==> src/rtl/cache_victim_buf_pkg.sv <==
// Shared cache definitions: victim-buffer state encoding.
package cache_victim_buf_pkg;

    typedef enum logic {
        IDLE  = 1'b0,
        DRAIN = 1'b1
    } evict_state_e;

endpackage

==> src/rtl/cache_way_linemux.sv <==
// One-hot way select: ORs the line slices of every selected way.
module cache_way_linemux #(
    parameter int NUMWAYS = 4,
    parameter int LINELEN = 256
) (
    input  logic [NUMWAYS-1:0]         i_way_sel,
    input  logic [NUMWAYS*LINELEN-1:0] i_lines,
    output logic [LINELEN-1:0]         o_line
);

    always_comb begin
        o_line = '0;
        for (int i = 0; i < NUMWAYS; i++)
            o_line = o_line | (i_lines[i*LINELEN +: LINELEN] & {LINELEN{i_way_sel[i]}});
    end

endmodule

==> src/rtl/cache_victim_buf.sv <==
// Single-entry victim buffer: captures a dirty evicted line and drains it as
// bus write beats; clean victims complete immediately with no bus traffic.
module cache_victim_buf
    import cache_victim_buf_pkg::*;
#(
    parameter int NUMWAYS = 4,
    parameter int LINELEN = 256,
    parameter int BEATLEN = 64,
    parameter int PA_BITS = 32
) (
    input  logic                       clk,
    input  logic                       reset,
    input  logic                       EvictReq,
    output logic                       EvictReady,
    input  logic [NUMWAYS-1:0]         VictimWay,
    input  logic [NUMWAYS-1:0]         VictimDirtyWay,
    input  logic [NUMWAYS*LINELEN-1:0] ReadDataLineWay,
    input  logic [PA_BITS-1:0]         EvictAdr,
    output logic                       BusValid,
    input  logic                       BusReady,
    output logic [PA_BITS-1:0]         BusAdr,
    output logic [BEATLEN-1:0]         BusData,
    output logic                       BusLast,
    output logic                       EvictDone,
    input  logic [PA_BITS-1:0]         SnoopAdr,
    output logic                       SnoopHit
);

    localparam int BEATS     = LINELEN / BEATLEN;
    localparam int OFFSETLEN = $clog2(LINELEN / 8);
    localparam int BEAT_W    = (BEATS > 1) ? $clog2(BEATS) : 1;
    localparam logic [PA_BITS-1:0] LINE_MASK =
        {{(PA_BITS-OFFSETLEN){1'b1}}, {OFFSETLEN{1'b0}}};

    evict_state_e        r_state;
    logic [BEAT_W-1:0]   r_beat;
    logic                r_done;
    logic [LINELEN-1:0]  r_line;
    logic [PA_BITS-1:0]  r_base;

    logic [LINELEN-1:0]  w_line;
    logic                w_accept;
    logic                w_dirty;
    logic                w_last;
    logic [PA_BITS-1:0]  w_snoop_diff;

    cache_way_linemux #(
        .NUMWAYS (NUMWAYS),
        .LINELEN (LINELEN)
    ) u_linemux (
        .i_way_sel (VictimWay),
        .i_lines   (ReadDataLineWay),
        .o_line    (w_line)
    );

    // A zero or multi-hot way select is treated as clean: nothing trustworthy to write back.
    assign w_accept = EvictReq && (r_state == IDLE);
    assign w_dirty  = $onehot(VictimWay) && ((VictimDirtyWay & VictimWay) != '0);
    assign w_last   = (r_beat == BEAT_W'(BEATS - 1));

    always_ff @(posedge clk or posedge reset) begin
        if (reset) begin
            r_state <= IDLE;
            r_beat  <= '0;
            r_done  <= 1'b0;
        end else begin
            r_done <= 1'b0;
            case (r_state)
                IDLE: begin
                    if (w_accept) begin
                        r_beat <= '0;
                        if (w_dirty) r_state <= DRAIN;
                        else         r_done  <= 1'b1;
                    end
                end
                DRAIN: begin
                    if (BusReady) begin
                        if (w_last) begin
                            r_state <= IDLE;
                            r_done  <= 1'b1;
                        end else begin
                            r_beat <= r_beat + BEAT_W'(1);
                        end
                    end
                end
                default: r_state <= IDLE;
            endcase
        end
    end

    // Payload needs no reset; it is only observed while in DRAIN.
    always_ff @(posedge clk) begin
        if (w_accept && w_dirty) begin
            r_line <= w_line;
            r_base <= EvictAdr & LINE_MASK;
        end
    end

    assign w_snoop_diff = (SnoopAdr ^ r_base) & LINE_MASK;

    assign EvictReady = (r_state == IDLE);
    assign EvictDone  = r_done;
    assign BusValid   = (r_state == DRAIN);
    assign BusLast    = (r_state == DRAIN) && w_last;
    assign BusData    = r_line[r_beat*BEATLEN +: BEATLEN];
    assign BusAdr     = r_base + PA_BITS'(r_beat) * PA_BITS'(BEATLEN / 8);
    assign SnoopHit   = (r_state == DRAIN) && (w_snoop_diff == '0);

endmodule

==> config.mk <==
export PLATFORM = sky130hd
export DESIGN_NAME = cache_victim_buf
export DESIGN_NICKNAME = d
export VERILOG_FILES = /design/src/rtl/cache_victim_buf_pkg.sv /design/src/rtl/cache_way_linemux.sv /design/src/rtl/cache_victim_buf.sv
export SDC_FILE = /design/constraint.sdc
export NUM_CORES = 1
export LEC_CHECK = 0
export CORE_AREA = 3 3 462 464
export CTS_CLUSTER_DIAMETER = 120
export DETAILED_ROUTE_END_ITERATION = 8
export DIE_AREA = 0 0 465 467
export PLACE_DENSITY = 0.3
export RECOVER_POWER = 25
export SKIP_LAST_GASP = 1
export SLEW_MARGIN = 20
export SYNTH_ARGS = -nofsm -noshare
export SYNTH_HDL_FRONTEND = slang
export SYNTH_SLANG_ARGS = --single-unit
==> constraint.sdc <==
create_clock -name clk -period 13 [get_ports clk]
set_clock_uncertainty 0.15 [all_clocks]
set_input_delay 3.25 -clock clk [delete_from_list [all_inputs] [get_ports clk]]
set_output_delay 3.25 -clock clk [all_outputs]
set_load 0.02 [all_outputs]
# Word level (Yosys, flattened, before mapping)
# Index checks and enable logic that the tools add are counted.
# word_totals
n_memories	0
ramBits	0
out_inout_bits	101
regBits	287
latch_bits	0
rom_bits	0
inputBits	1100
# classes
n_mul	0
reduce_logical	8
bitwise	10
magnitude_cmp	0
n_eq_ne	5
n_shift	1
addsub	5
mux	14
n_div	0
# ops
operator	n
256-bit AND	4
256-bit OR	3
256-bit by 9-bit indexed part select with 64-bit output	1
32-bit by 5-bit adder with 32-bit output	1
32-bit zero test	1
32-bit bitwise XOR	1
1-bit two-way mux	8
2-bit two-way mux	3
1-bit logical AND	5
1-bit by 1-bit adder with 2-bit output	2
4-bit AND	1
2-bit inequality test (second input constant)	2
1-bit case mux with 2 select lines	2
2-bit case mux with 2 select lines	1
4-bit nonzero test	1
2-bit by 2-bit adder with 3-bit output	1
3-bit by 1-bit equality test with 1-bit output (second input constant)	1
3-bit AND reduction	1
2-bit by 1-bit adder with 2-bit output (second input constant)	1
2-bit equality test (second input constant)	1
2-bit by 1-bit inequality test with 1-bit output (second input constant)	1
1-bit NOT	1

# Depth between registers and ports, before layout
# Gate-level depths: netlist of the first run.
# depth
ltp_word	7
depth_mapped	11

# Cells and area by module
# Synthesis of the first run repeated with hierarchy kept, for this count alone.
# unflattened
hier_cells	1314
hier_area_um2	16171.8
# modules_own_cells
mod	cells_each	seq_area_each_um2	area_per_inst_um2	instances
cache_victim_buf	434	8598.2	10649.0	1
cache_way_linemux	880	0.0	5522.8	1

# Worst setup path after synthesis of the first run
# No wires, ideal clock.
# synth_timing
path_kind	input to register
from	input port VictimWay[0]
to	register r_base[10] (enable)
arrival_ps	16963
required_ps	11918
slack_ps	-5045
path_buffers	3
stages	11
cell_sequence	buf_2 -> buf_2 -> buf_2 -> inv_1 -> fa_1 -> inv_1 -> ha_1 -> ha_1 -> a2111oi_4 -> nand2_1 -> nor2_1
# synth_between
elab_chain_cells	5
# synth_lines
element	line	source
from (decl)	cache_victim_buf.sv:15	input logic [NUMWAYS-1:0] VictimWay,
1-bit by 1-bit adder with 2-bit output (implied by the code)	cache_victim_buf.sv:58	assign w_dirty = $onehot(VictimWay) && ((VictimDirtyWay & VictimWay) != '0);
2-bit by 2-bit adder with 3-bit output (implied by the code)	cache_victim_buf.sv:58	
3-bit by 1-bit equality test with 1-bit output	cache_victim_buf.sv:58	
1-bit logical AND *	cache_victim_buf.sv:58	
1-bit logical AND *	cache_victim_buf.sv:93	if (w_accept && w_dirty) begin
to (signal assigned)	cache_victim_buf.sv:95	r_base <= EvictAdr & LINE_MASK;
to (decl)	cache_victim_buf.sv:39	logic [PA_BITS-1:0] r_base;
# Every way passes the cells marked *; elsewhere a longest branch is shown, timed or not.
# A chain may end at the register's enable or synchronous reset.

# Worst setup path after layout of the first run
# layout_timing
from	input port VictimWay[0]
to	register r_line[112], data pin
# layout_between
elab_chain_cells	4
# layout_lines
element	line	source
256-bit AND	cache_way_linemux.sv:14	o_line = o_line | (i_lines[i*LINELEN +: LINELEN] & {LINELEN{i_way_sel[i]}});
256-bit OR (3 in series)	cache_way_linemux.sv:14	
named net u_linemux.o_line[112]	cache_way_linemux.sv:8	output logic [LINELEN-1:0] o_line
to (signal assigned)	cache_victim_buf.sv:94	r_line <= w_line;
to (decl)	cache_victim_buf.sv:38	logic [LINELEN-1:0] r_line;
# The timed path passes the listed nets, and every way through them passes these cells.

==> results_dict.tcl, run 1 <==
set metrics [dict create \
    timing.final.crit_share_pct 70.08 \
    start_util_pct 7.643 \
    drive_above_1_share_pct 6.222 \
    grt_most_used_layer "met2" \
    slew_headroom_pct -110.2 \
    cp_slowest_stage_delay_ns 2.12 \
    area_growth_pct 102.2 \
    cp-end-kind "register" \
    setup_viol 0 \
    dieWidth_um 465 \
    insertion_delay_ns 0.61 \
    avgSynthCellArea_um2 12.15 \
    syn_inst 1318 \
    critPathLaunchType "input pin" \
    tns_ns 0 \
    cts-htree-levels 2 \
    ys_types 28 \
    clock_path_buffers 3 \
    rsz0062_at_grt "false" \
    post_drt_wl_per_cell_um 29.47 \
    grt_max_degree 114 \
    grt_pass1_wl_mm 194.8 \
    overflow 0 \
    cpLargestDelayFamily "buffers and inverters" \
    violations "capacitance limit, slew limit" \
    port_buffers 1187 \
    die_h_um 467 \
    drtIter0Drc 1259 \
    finalMaxSlewViolations 164 \
    nFillCells 23580 \
    hold_path_class "reg2reg" \
    cp_max_fo 53 \
    fin_crit_ns 9.111 \
    io_pins 1201 \
    worst_slew_pin_slew_ns 3.153 \
    p_leak_nw 10.58 \
    path_clk_slew_ns 0.06 \
    report.final.hold_viol_count 0 \
    critPathSlowestCell "clkbuf_1" \
    status "finished, violations left" \
    met2_usage_pct 21.98 \
    path_class "in2reg" \
    viasPerCell 3.326 \
    cts_buffers 43 \
    power-per-cell-area_nw_per_um2 115.8 \
    cts_root_buf "clkbuf_16" \
    core_area_um2 209600 \
    cp_data_arrival_time_ns 9.40 \
    fmax_mhz 109.8 \
    yosys_warnings 0 \
    rows 168 \
    cts_repair_resize_count 0 \
    dp_hpwl_mm 131.4 \
    drc_errors 0 \
    gp_congestion 0.8212 \
    drtAntennaViolNets 0 \
    seq_area_frac_synth_pct 53.68 \
    yosys-top-cells-area "edfxtp_1 53%, a22oi_1 24%, mux4_2 9.0%, nand2_1 6.1%, buf_2 2.8%" \
    met3_usage_pct 5.703 \
    grt_usage_pct 13.65 \
    cts_tree "yes" \
    dr_total_vias 17630 \
    num-nets-final 3548 \
    clkSinkCount 287 \
    grt_antenna_before_repair 136 \
    ys_seq_elements 287 \
    peakVddDrop_mv 0.06964 \
    crit_top_cell "clkbuf_1" \
    critPathBufInv 4 \
    met1_usage_pct 17.15 \
    path_cells "clkbuf_1 -> clkbuf_1 -> clkbuf_1 -> buf_4 -> a22oi_1 -> nand2_1" \
    dr.pass1.iters 5 \
    async_reset_ff_share_pct 1.394 \
    synth_ff_type "edfxtp_1" \
    power.total_w 0.003751 \
    netlist.top_cell.by_area "edfxtp_1" \
    grt_pass1_vias 18340 \
    synth.cells.most_frequent "513 x a22oi_1, 283 x edfxtp_1, 260 x nand2_1" \
    drv_cap 4 \
    cts_setup_buffers 0 \
    worstPathRequired_ns 13.29 \
    syn_area_um2 16020 \
    synth-edff-count 283 \
    die_area_um2 217200 \
    wl_mm 156.2 \
    postCtsHoldBufs 0 \
    synth_top_area_share_pct 53.05 \
    post-synth-top-count-cell "a22oi_1" \
    final_util_pct 15.45 \
]
where the power goes:
part	total (W)	internal, W	switching [W]
clock network	0.00115	0.000670	0.000481
logic	0.00144	0.000725	0.000717
registers	0.00116	0.00109	0.0000679
total	0.00375	0.00248	0.00127
per-layer routing:
| layer | vias up | wire [µm] | part of all wire, % |
|---|---|---|---|
| met2 | 1029 | 71120 | 46 |
| li1 | 7667 | - | - |
| met4 | 86 | 2452 | 1.6 |
| met1 | 8604 | 66130 | 42 |
| met5 | - | 557 | 0.36 |
| met3 | 246 | 15940 | 10 |
logic make-up after synthesis:
logic type	share of synthesized area (%)
AO/OA/AOI/OAI	24.43
XOR/XNOR	1.476
adder cells (fa/ha/maj)	0.3593
buffers and inverters	4.382
flip-flops	53.68
multiplexers	8.999
other	0.02341
AND/OR/NAND/NOR	6.655
stage by stage:
step / hold WS (ns) / setup WS [ns] / cell area [µm²] / std cells
floorplan: 0.5311 / 2.940 / 16030 / 1320
global placement: 0.4804 / 4.306 / 31030 / 5204
CTS: 0.5014 / 4.395 / 32360 / 5280
detailed placement: 0.4925 / 4.406 / 31030 / 5204
finish: 0.4833 / 3.889 / 32380 / 5301
global route: 0.5381 / 3.532 / 32350 / 5286
cell type report:
class / instances / area, µm² / area share [%]
Inverter: 9 / 33.78 / 0.1043
Timing Repair Buffer: 1212 / 12130 / 37.44
Tap cell: 2805 / 3510 / 10.84
Clock buffer: 60 / 1222 / 3.775
Antenna cell: 21 / 52.55 / 0.1623
Sequential cell: 287 / 8606 / 26.57
Clock inverter: 16 / 101.3 / 0.3130
Multi-Input combinational cell: 891 / 6733 / 20.79
registers in the layout, summed over array words and instances, names as in the netlist:
register and cells:
BusValid 1, EvictDone 1, r_base 27, r_line 256, r_beat 2
final timing paths:
check / cells after the start / slack [ns] / endpoint / start
worst max-delay path: 6 / 3.89 / r_line[112] / VictimWay[0]
worst max register to register: 5 / 10.42 / r_beat[1] / r_beat[1]
worst min-delay path: 1 / 0.48 / BusValid / BusValid
min in group asynchronous: 2 / 2.87 / BusValid / reset
worst min register to register: 1 / 0.48 / BusValid / BusValid
max in group asynchronous: 2 / 9.64 / r_beat[0] / reset
layout by cell type (no fill, tap or decap), drive strengths merged, types with 2 or more instances in the layout:
cell and instances:
edfxtp 283, nor4 5, dfrtp 4, xnor2 12, conb 3, nand4 4
ha 3, dlygate4sd3 32, nand3 2, clkinv 14, buf 24, clkdlybuf4s50 1151
xor2 15, a22oi 514, nand2 260, clkbuf 65, diode 21, mux4 64
o21ai 3, inv 9
Note: power is estimated with default switching activity, not from simulation.
==> run 2, diff against run 1 <==
==> constraint.sdc (replaced) <==
create_clock -name clk -period 8.8 [get_ports clk]
set_clock_uncertainty 0.15 [all_clocks]
set_input_delay 2.2 -clock clk [delete_from_list [all_inputs] [get_ports clk]]
set_output_delay 2.2 -clock clk [all_outputs]
set_load 0.02 [all_outputs]
==> results_dict.tcl, run 2 (synthesized netlist as in run 1, its figures left out) <==
set metrics [dict create \
    status "finished, violations left" \
    violations "capacitance limit, slew limit" \
    critPathBufInv 3 \
    grt_max_degree 118 \
    dieWidth_um 465 \
    port_buffers 1187 \
    viasPerCell 3.323 \
    gp_congestion 0.8464 \
    crit_top_cell "clkbuf_1" \
    cts-htree-levels 2 \
    cts_repair_resize_count 0 \
    drc_errors 0 \
    fin_hold_ws_ns 0.4911 \
    cts_tree "yes" \
    dr_total_vias 17690 \
    top_regs "r_line (256), r_base (27), r_beat (2)" \
    post_drt_wl_per_cell_um 30.31 \
    p_int_w 0.003714 \
    num-nets-final 3555 \
    clock_path_buffers 3 \
    grt_pass1_vias 18300 \
    drtAntennaViolNets 0 \
    peakVddDrop_mv 0.1574 \
    drive_above_1_share_pct 6.554 \
    largest_reg_flops 256 \
    worst_slew_pin_slew_ns 2.873 \
    power.total_w 0.005678 \
    rows 168 \
    comb_power_share_pct 37.8 \
    path_class "in2reg" \
    cts_buffers 46 \
    rsz0062_at_grt "false" \
    dpl-instance-area_um2 31050 \
    tns_ns 0 \
    critPathLaunchType "input pin" \
    worstPathRequired_ns 9.14 \
    power-per-cell-area_nw_per_um2 174.6 \
    multi_input_comb_area_um2 6748 \
    fin_crit_ns 7.270 \
    cp_max_fo 58 \
    io_pins 1201 \
    grt_antenna_before_repair 143 \
    cts_setup_buffers 0 \
    report.final.hold_viol_count 0 \
    slew_headroom_pct -91.57 \
    fmax_mhz 137.6 \
    grt_pass1_wl_mm 200.0 \
    power_frac_clock_pct 31.9 \
    path_cells "buf_8 -> clkbuf_1 -> clkbuf_1 -> a22oi_1 -> nand2_1" \
    pwr-share-seq_pct 30.2 \
    start_util_pct 7.643 \
    finalMaxSlewViolations 357 \
    ff_latch_area_um2 8606 \
    setup_viol 0 \
    critPathSlowestCell "clkbuf_1" \
    cp-end-kind "register" \
    cp_data_arrival_time_ns 7.61 \
    clkSinkCount 287 \
    area_growth_pct 103.0 \
    hold_path_class "reg2reg" \
    postCtsHoldBufs 0 \
    mostFrequentLayoutCells "1154 x clkdlybuf4s50_1, 513 x a22oi_1, 283 x edfxtp_1, 260 x nand2_1, 64 x mux4_2" \
    cp_slowest_stage_delay_ns 2.08 \
    drtIter0Drc 1194 \
    dr.pass1.iters 5 \
    die_h_um 467 \
    grt_usage_pct 14.11 \
    final_area_um2 32510 \
    dp_hpwl_mm 135.9 \
    overflow 0 \
    insertion_delay_ns 0.63 \
    wl_mm 161.3 \
    p_leak_nw 10.62 \
    cpLargestDelayFamily "buffers and inverters" \
    cts_root_buf "clkbuf_16" \
    core_area_um2 209600 \
    die_area_um2 217200 \
    nFillCells 23520 \
    regMostFlops "r_line" \
    drv_cap 9 \
    p_sw_w 0.001964 \
    swShare_pct 34.58 \
    layout_commonest_cell "clkdlybuf4s50_1" \
    path_clk_slew_ns 0.05 \
    timing.final.crit_share_pct 82.61 \
]
-- run 2: cell count changes in the layout (fill, tap and decap cells not counted), sizes merged --
cell           previous run  this run
clkbuf                   65        61
diode                    21        31
bufinv                    1         2
inv                       9        13
clkdlybuf4s50          1151      1154
clkinvlp                  1         2
clkinv                   14        24
dlygate4sd3              32        29
-- run 2: path summary, 6_finish.rpt --
kind,start,end,slack [ns],cells after the start
min in group asynchronous,reset,r_beat[0],1.84,2
max,VictimWay[1],r_line[229],1.53,5
min,BusValid,BusValid,0.49,1
min reg2reg,BusValid,BusValid,0.49,1
max reg2reg,BusValid,r_base[7],6.70,2
max in group asynchronous,reset,r_beat[1],6.48,2
-- run 2: cell type report --
type / count / area share, %
multi-input cells: 891 / 20.75
inverters: 9 / 0.1039
clock inverters: 32 / 0.6850
clock buffers: 52 / 3.675
flip-flops and latches: 287 / 26.47
diodes: 31 / 0.2386
repair buffers: 1216 / 37.28
well taps: 2805 / 10.79
-- run 2: worst reg2reg max path: stages (launching register included) --
cell	delay [ns]
dfrtp_1	0.47
nor2_4	0.31
buf_4	0.69
-- run 2: metal layers --
| metal | routed length (µm) | global-route usage (%) | vias up |
|---|---|---|---|
| met2 | 74300 | 23.29 | 1052 |
| met4 | 3209 | 2.381 | 84 |
| met1 | 66440 | 17.05 | 8575 |
| met3 | 16820 | 6.309 | 260 |
| met5 | 572 | 0 | - |
| li1 | - | - | 7715 |
-- run 2: metrics by stage --
| stage | utilization, % | cells | setup slack [ns] |
|---|---|---|---|
| 5_1_grt | 15.48 | 5297 | 1.265 |
| 2_1_floorplan | - | 1320 | 0.007323 |
| 3_5_place_dp | 14.82 | 5208 | 2.313 |
| 3_3_place_gp | 14.82 | 5208 | 2.227 |
| 4_1_cts | 15.49 | 5292 | 2.313 |
| 6_report | 15.52 | 5323 | 1.530 |
-- run 2: power by group through the flow --
stage          combinational [W]  clock [W]  sequential, W
3_5_place_dp             0.00222          0        0.00176
2_1_floorplan           0.000904          0        0.00168
6_report                 0.00215    0.00181        0.00172
4_1_cts                  0.00223    0.00191        0.00173
5_1_grt                  0.00228    0.00195        0.00173
3_3_place_gp             0.00222          0        0.00176
